==> src/rtl/wb_regfile_if.sv <==
// wb_regfile_if
//   Bundles the writeback and register-read signals of wb_regfile.
//   Parameter WIDTH sets the width of the datapath fields.
//
//   Writeback side (from the MEM/WB pipeline register):
//     IRegWrite    writeback enable
//     IRegStore    source select: 1 = IStoreMem, 0 = IALUResult
//     IALUResult   ALU result
//     IStoreMem    memory load data
//     IRd          destination field; only bits [3:0] matter
//   Read side (from decode):
//     IRs1, IRs2   read-port indices
//     ORd1, ORd2   read-port data
//   Status:
//     OWBData      selected writeback value
//     OWBActive    a write commits this cycle
//     ORetireCount number of committed writes (wraps at 16 bits)
//
//   There is no valid/ready pair on this bus. A writeback is offered by
//   holding IRegWrite high across a rising edge. It is always accepted in
//   that cycle, and the slave cannot stall it.
interface wb_regfile_if #(
    parameter int WIDTH = 16
);
    logic             IRegWrite;
    logic             IRegStore;
    logic [WIDTH-1:0] IALUResult;
    logic [WIDTH-1:0] IStoreMem;
    logic [WIDTH-1:0] IRd;
    logic [3:0]       IRs1;
    logic [3:0]       IRs2;
    logic [WIDTH-1:0] ORd1;
    logic [WIDTH-1:0] ORd2;
    logic [WIDTH-1:0] OWBData;
    logic             OWBActive;
    logic [15:0]      ORetireCount;

    modport master (
        output IRegWrite, IRegStore, IALUResult, IStoreMem, IRd, IRs1, IRs2,
        input  ORd1, ORd2, OWBData, OWBActive, ORetireCount
    );

    modport slave (
        input  IRegWrite, IRegStore, IALUResult, IStoreMem, IRd, IRs1, IRs2,
        output ORd1, ORd2, OWBData, OWBActive, ORetireCount
    );
endinterface

==> src/rtl/wb_regfile.sv <==
// wb_regfile
//   Register file with a writeback stage. It has two combinational read
//   ports with write-through bypass, and it counts retired writes.
//   Register 0 is hard-wired to zero.
//
//   Ports:
//     clk    single clock; all state changes on the rising edge
//     reset  synchronous, active-high; clears the registers and the counter
//     bus    wb_regfile_if.slave (see the interface for the signal list)
module wb_regfile #(
    parameter int WIDTH = 16,
    parameter int NREGS = 16
) (
    input  logic          clk,
    input  logic          reset,
    wb_regfile_if.slave   bus
);

    logic [WIDTH-1:0] regs [NREGS];
    logic [15:0]      retireCount;
    logic [WIDTH-1:0] wbData;
    logic [3:0]       rdIdx;
    logic             wbActive;
    logic [WIDTH-1:0] rd1;
    logic [WIDTH-1:0] rd2;

    // Only the low nibble of IRd selects a register. The rest of the field
    // is deliberately ignored.
    logic unusedRdHigh;
    assign unusedRdHigh = ^bus.IRd[WIDTH-1:4];

    assign rdIdx  = bus.IRd[3:0];
    assign wbData = bus.IRegStore ? bus.IStoreMem : bus.IALUResult;

    // Writes to index 0 are dropped. Reset suppresses the commit, and
    // because the bypass keys off this signal, it suppresses the bypass too.
    assign wbActive = bus.IRegWrite && (rdIdx != 4'd0) && !reset;

    // When the write target is also being read, the read port returns the
    // value being written in the same cycle. Indices outside NREGS read
    // as zero.
    always_comb begin
        rd1 = '0;
        if (wbActive && (bus.IRs1 == rdIdx)) begin
            rd1 = wbData;
        end else if ((bus.IRs1 != 4'd0) && (int'(bus.IRs1) < NREGS)) begin
            rd1 = regs[bus.IRs1];
        end
    end

    always_comb begin
        rd2 = '0;
        if (wbActive && (bus.IRs2 == rdIdx)) begin
            rd2 = wbData;
        end else if ((bus.IRs2 != 4'd0) && (int'(bus.IRs2) < NREGS)) begin
            rd2 = regs[bus.IRs2];
        end
    end

    always_ff @(posedge clk) begin
        if (reset) begin
            for (int i = 0; i < NREGS; i++) begin
                regs[i] <= '0;
            end
            retireCount <= '0;
        end else if (wbActive) begin
            if (int'(rdIdx) < NREGS) begin
                regs[rdIdx] <= wbData;
            end
            // The counter wraps naturally at 16 bits.
            retireCount <= retireCount + 16'd1;
        end
    end

    assign bus.ORd1         = rd1;
    assign bus.ORd2         = rd2;
    assign bus.OWBData      = wbData;
    assign bus.OWBActive    = wbActive;
    assign bus.ORetireCount = retireCount;

endmodule

==> src/flat_wrapper.sv <==
// flat-port wrapper written by rule: the top's interface ports become plain ports
module wb_regfile_flat 
#(
    parameter int WIDTH = 16,
    parameter int NREGS = 16
)
  (clk, reset, bus_IRegWrite, bus_IRegStore, bus_IALUResult, bus_IStoreMem, bus_IRd, bus_IRs1, bus_IRs2, bus_ORd1, bus_ORd2, bus_OWBData, bus_OWBActive, bus_ORetireCount);
  wb_regfile_if #(.WIDTH(WIDTH)) bus_i ();
  input  logic clk;
  input  logic reset;
  input wire logic [$bits(bus_i.IRegWrite)-1:0] bus_IRegWrite;
  input wire logic [$bits(bus_i.IRegStore)-1:0] bus_IRegStore;
  input wire logic [$bits(bus_i.IALUResult)-1:0] bus_IALUResult;
  input wire logic [$bits(bus_i.IStoreMem)-1:0] bus_IStoreMem;
  input wire logic [$bits(bus_i.IRd)-1:0] bus_IRd;
  input wire logic [$bits(bus_i.IRs1)-1:0] bus_IRs1;
  input wire logic [$bits(bus_i.IRs2)-1:0] bus_IRs2;
  output wire logic [$bits(bus_i.ORd1)-1:0] bus_ORd1;
  output wire logic [$bits(bus_i.ORd2)-1:0] bus_ORd2;
  output wire logic [$bits(bus_i.OWBData)-1:0] bus_OWBData;
  output wire logic [$bits(bus_i.OWBActive)-1:0] bus_OWBActive;
  output wire logic [$bits(bus_i.ORetireCount)-1:0] bus_ORetireCount;
  assign bus_i.IRegWrite = bus_IRegWrite;
  assign bus_i.IRegStore = bus_IRegStore;
  assign bus_i.IALUResult = bus_IALUResult;
  assign bus_i.IStoreMem = bus_IStoreMem;
  assign bus_i.IRd = bus_IRd;
  assign bus_i.IRs1 = bus_IRs1;
  assign bus_i.IRs2 = bus_IRs2;
  assign bus_ORd1 = bus_i.ORd1;
  assign bus_ORd2 = bus_i.ORd2;
  assign bus_OWBData = bus_i.OWBData;
  assign bus_OWBActive = bus_i.OWBActive;
  assign bus_ORetireCount = bus_i.ORetireCount;
  wb_regfile #(.WIDTH(WIDTH), .NREGS(NREGS)) u_core (.clk(clk), .reset(reset), .bus(bus_i));
endmodule
==> config.mk <==
export PLATFORM = sky130hd
export DESIGN_NAME = wb_regfile_flat
export DESIGN_NICKNAME = d
export VERILOG_FILES = /design/src/rtl/wb_regfile_if.sv /design/src/rtl/wb_regfile.sv /design/src/flat_wrapper.sv
export SDC_FILE = /design/constraint.sdc
export NUM_CORES = 1
export LEC_CHECK = 0
export ABC_AREA = 1
export ABC_CLOCK_PERIOD_IN_PS = 3800
export BUFFER_PORTS_ARGS = -buffer_cell sky130_fd_sc_hd__buf_2
export CAP_MARGIN = 20
export CELL_PAD_IN_SITES_DETAIL_PLACEMENT = 1
export CELL_PAD_IN_SITES_GLOBAL_PLACEMENT = 2
export CORE_ASPECT_RATIO = 0.7
export CORE_MARGIN = 3
export CORE_UTILIZATION = 38
export DETAILED_ROUTE_END_ITERATION = 8
export GPL_TIMING_DRIVEN = 0
export PLACE_DENSITY = 0.84
export SYNTH_ARGS = -nofsm -noshare
export SYNTH_HDL_FRONTEND = slang
export SYNTH_SLANG_ARGS = --single-unit
==> constraint.sdc <==
create_clock -name clk -period 3.8 [get_ports clk]
set_clock_uncertainty 0.2 [all_clocks]
set_input_delay 0.19 -clock clk [delete_from_list [all_inputs] [get_ports clk]]
set_output_delay 0.19 -clock clk [all_outputs]
set_load 0.05 [all_outputs]
==> key figures <==
Outcome
  • Result of the run: completed

Routing
  • Overall via count from detail_route: about 17000
  • Antenna viol nets, final: 0
  • Number of DRC violations after detailed routing: 0
  • Mean number of vias per cell: approximately 5.3
  • Iteration count of the initial detailed-routing pass: 5
  • WL final: roughly 70000 um
  • Iteration-0 DRC count of the detailed router: 1587
  • Post-DR wirelength/cell: 22.54 um

Floorplan
  • Chip Height: around 180 um
  • Initial Utilization: 0.3910
  • Number of primary I/O pins: between 100 and 150
  • Placement Rows: between 60 and 70
  • Die width: 257.5 um
  • Area of the placeable core: about 43000 sq um
  • Die Area: ~47000 sq um

STA
  • Fmax: 0.2996 GHz
  • Worst rel slew slack: 0.2839
  • Actual transition at the worst max-transition pin: 1.067 ns
  • Post-layout minimum cycle time: 3.338 ns
  • Setup_tns: 0 ns
  • Setup repair after global routing missed its margin: false
  • Total setup violations reported at the end of the flow: 0
  • Post-route fraction of the period consumed by the critical path: 0.8784
  • Fin. max-slew vios: 0
  • Count of endpoints failing hold in the final timing report: 0

CTS
  • Cells resized by post-CTS repair: 0
  • CTS tree: built
  • Cts bufs inserted: 31
  • CTS Buffer Depth: 3
  • Clock root cell: clkbuf_16
  • Clock latency at the later pin of the worst-skew pair: between 0.5 and 0.6 ns
  • Post-CTS setup repair buffer count: 0
  • Number of clock sinks: approximately 270
  • Max H-tree Level: 1
  • Clock slew at the register clock pins of the worst setup and hold paths: roughly 0.070 ns
  • Hold buffer count at CTS: 15

Cells and area
  • Growth of design area from synthesis to finish: 14.94%
  • # nets final: ~2600
  • Total of fill cells in the finished design: 5538
  • Count of placed standard cells in the final layout, fillers left out: approximately 3100
  • Layout Cell Area excl Fill: a little under 20000 sq um
  • Share of layout cells above drive strength 1: 0.1122

Synthesis
  • Fraction of synthesis flops using an asynchronous set or reset pin: 0
  • Count of flip-flops with a built-in enable after synthesis: roughly 260
  • Post-Synthesis Cells: around 2400
  • Yosys warning count: 0
  • Cell taking the most area after synthesis: edfxtp_1
  • Most frequent cells after synthesis: nand2_1 (878), nand3_1 (362), inv_1 (344)
  • Cell Area, Synth: around 17000 sq um
  • Leading post-synthesis cells by cell area: edfxtp_1 (46%), nand2_1 (20%), nand3_1 (11%), inv_1 (7.7%), nor2_1 (4.9%)
  • Avg Cell Area, Syn: 7.158 sq um
  • Most repeated cell in the gate-level netlist after synthesis: nand2_1
  • Share of the yosys chip area belonging to registers: 0.4758
  • Synthesized flop and latch total: 272
  • Area share of the largest cell type after synthesis: 0.4568
  • Unique masters post-synth: 36
  • Most frequently used flop master after synthesis: edfxtp_1

Pwr
  • Peak ir drop on the vdd network: ~0.35 mV
  • Power per standard cell area: about 420 nW/um^2
  • Power Internal: ~5600 uW
  • Switching power total: approximately 2600 uW
  • Switching fraction of total power: 0.3214
  • Proportion of power drawn by the clock network: 0.380
  • Sequential share of power: 0.427
  • Leakage power: between 0.009 and 0.01 uW
  • Part of the total power dissipated in combinational logic: 0.193

GRT
  • GR met1 Demand/Resource: 0.4585
  • First-pass GRT wire length: 103600 um
  • Pin count of the biggest net entering global routing: 17
  • Via count of the first global-routing pass: about 17000
  • Met2 track utilization from global routing: 0.4392
  • Total GRT Usage: 0.2945
  • Met3 global-route usage: 0.03093
  • Number of antenna violations at the first check in global routing: 0
  • Top Usage Layer GRT: met1
  • Total congestion overflow: 0

Setup path
  • Worst Path Class, Setup: primary input to output pin
  • Startpoint type of the worst setup path: primary input
  • Stage delay of the slowest cell on the critical path: between 0.5 and 0.6 ns
  • WP data arrival: 2.95 ns
  • CP most frequent cell: buf_2
  • Worst path top cell family by delay: buffers and inverters
  • Critical-path cell list: dlygate4sd3_1, buf_2, clkinv_1, nand3_4, nor2_4, nor2_4, buf_2, nand2_1, nand2_1, buf_2
  • Master of the slowest instance on the critical path: dlygate4sd3_1
  • Buffers & Inverters on Critical Path: 5
  • Maximum net fanout on the critical path: 10
  • Endpoint type of the worst setup path: output pin
  • Required time at the endpoint of the critical path: 3.41 ns

Hold path
  • Class of the most critical hold timing path: primary input to register

Place
  • Number of instances in the placed design: a little over 3000
  • Post-detailed-placement cell area: 18170 sq um
  • Number of port buffers: 110
  • Half-perimeter wire length after detailed placement: about 56000 um
  • Routability congestion estimate from global placement: 0.9267

Run
  • Number of maximum-capacitance constraint violations: 0
==> power groups by stage <==
stage	logic [uW]	registers, uW	clock network [uW]
after floorplan	991	3540	0
after global placement	1510	3550	0
after detailed placement	1540	3560	0
after CTS	1560	3490	3120
after global routing	1700	3510	3240
final	1580	3490	3110
==> kinds of logic after synthesis <==
| group | share of synthesized area |
|---|---|
| flops | 0.4758 |
| simple gates | 0.3904 |
| xor+xnor | 0.003123 |
| other cells | 0.0002228 |
| fa+ha+maj | 0.0007434 |
| compound gates | 0.01086 |
| buf+inv | 0.1188 |
==> area by class of cell <==
cell class                      instances  area [sq um]  share of cell area
Clock buffer                           38         832.0             0.04302
Timing Repair Buffer                  125         700.7             0.03622
Antenna cell                            1         2.502           0.0001294
Tap cell                              585         732.0             0.03784
Multi-Input combinational cell       1601          6878              0.3556
Buffer                                140         665.6             0.03441
Inverter                              353          1335             0.06902
Clock inverter                         20         188.9            0.009768
Sequential cell                       272          8008              0.4140
==> worst min-delay path: cells and delay by family <==
kind	cells	cell delay [ns]
compound gates	1	0.26
buf+inv	1	0.08
simple gates	1	0.18
==> cells in the final DEF (no fill, tap or decap), types with 4 or more instances in the layout <==
master / synthesis / routed
nand2_1: 878 / 878
nand3_1: 362 / 362
inv_1: 344 / 344
nand2_2: 4 / 4
clkbuf_1: 80 / 83
clkinv_2: 0 / 5
clkinv_1: 2 / 7
clkinvlp_4: 0 / 5
nor2_1: 220 / 220
xnor2_1: 5 / 5
a21oi_1: 10 / 10
edfxtp_1: 256 / 256
buf_6: 13 / 13
nand2_4: 12 / 12
conb_1: 1 / 16
clkbuf_16: 0 / 31
buf_2: 23 / 133
nor2_2: 54 / 54
dfxtp_1: 16 / 16
inv_4: 4 / 4
dlygate4sd3_1: 0 / 15
o21ai_1: 16 / 16
buf_1: 20 / 20
==> final timing paths <==
check                              from                          end  slack (ns)  depth (start not counted)
max                               reset                 bus_ORd1[14]        0.46                         10
min                   bus_IALUResult[9]            u_core.regs[1][9]        0.02                          3
max reg2reg  u_core.bus.ORetireCount[1]  u_core.bus.ORetireCount[12]        1.69                          9
min reg2reg  u_core.bus.ORetireCount[1]   u_core.bus.ORetireCount[1]        0.30                          2
==> sequential cells by signal (all words and copies together) (netlist names) <==
register / cells
u_core.bus.ORetireCount: 16
u_core.regs: 256
==> per-stage QoR <==
stage / utilization / worst slack, ns / total power [uW] / hold slack, ns
after CTS: 0.4494 / 0.4697 / 8176 / 0.001850
after global placement: 0.4221 / 0.7058 / 5055 / 0.2870
final: 0.4494 / 0.4622 / 8184 / 0.01871
after detailed placement: 0.4221 / 0.6518 / 5100 / 0.2984
after global routing: 0.4494 / 0.3187 / 8446 / 0.04342
after floorplan: - / 1.496 / 4534 / 0.05907
==> layer usage <==
metal	wire [um]	share of wire
met1	35160	0.50
met2	29810	0.42
met3	4322	0.061
met4	1354	0.019
met5	0	0
Note: power is estimated with default switching activity, not from simulation.
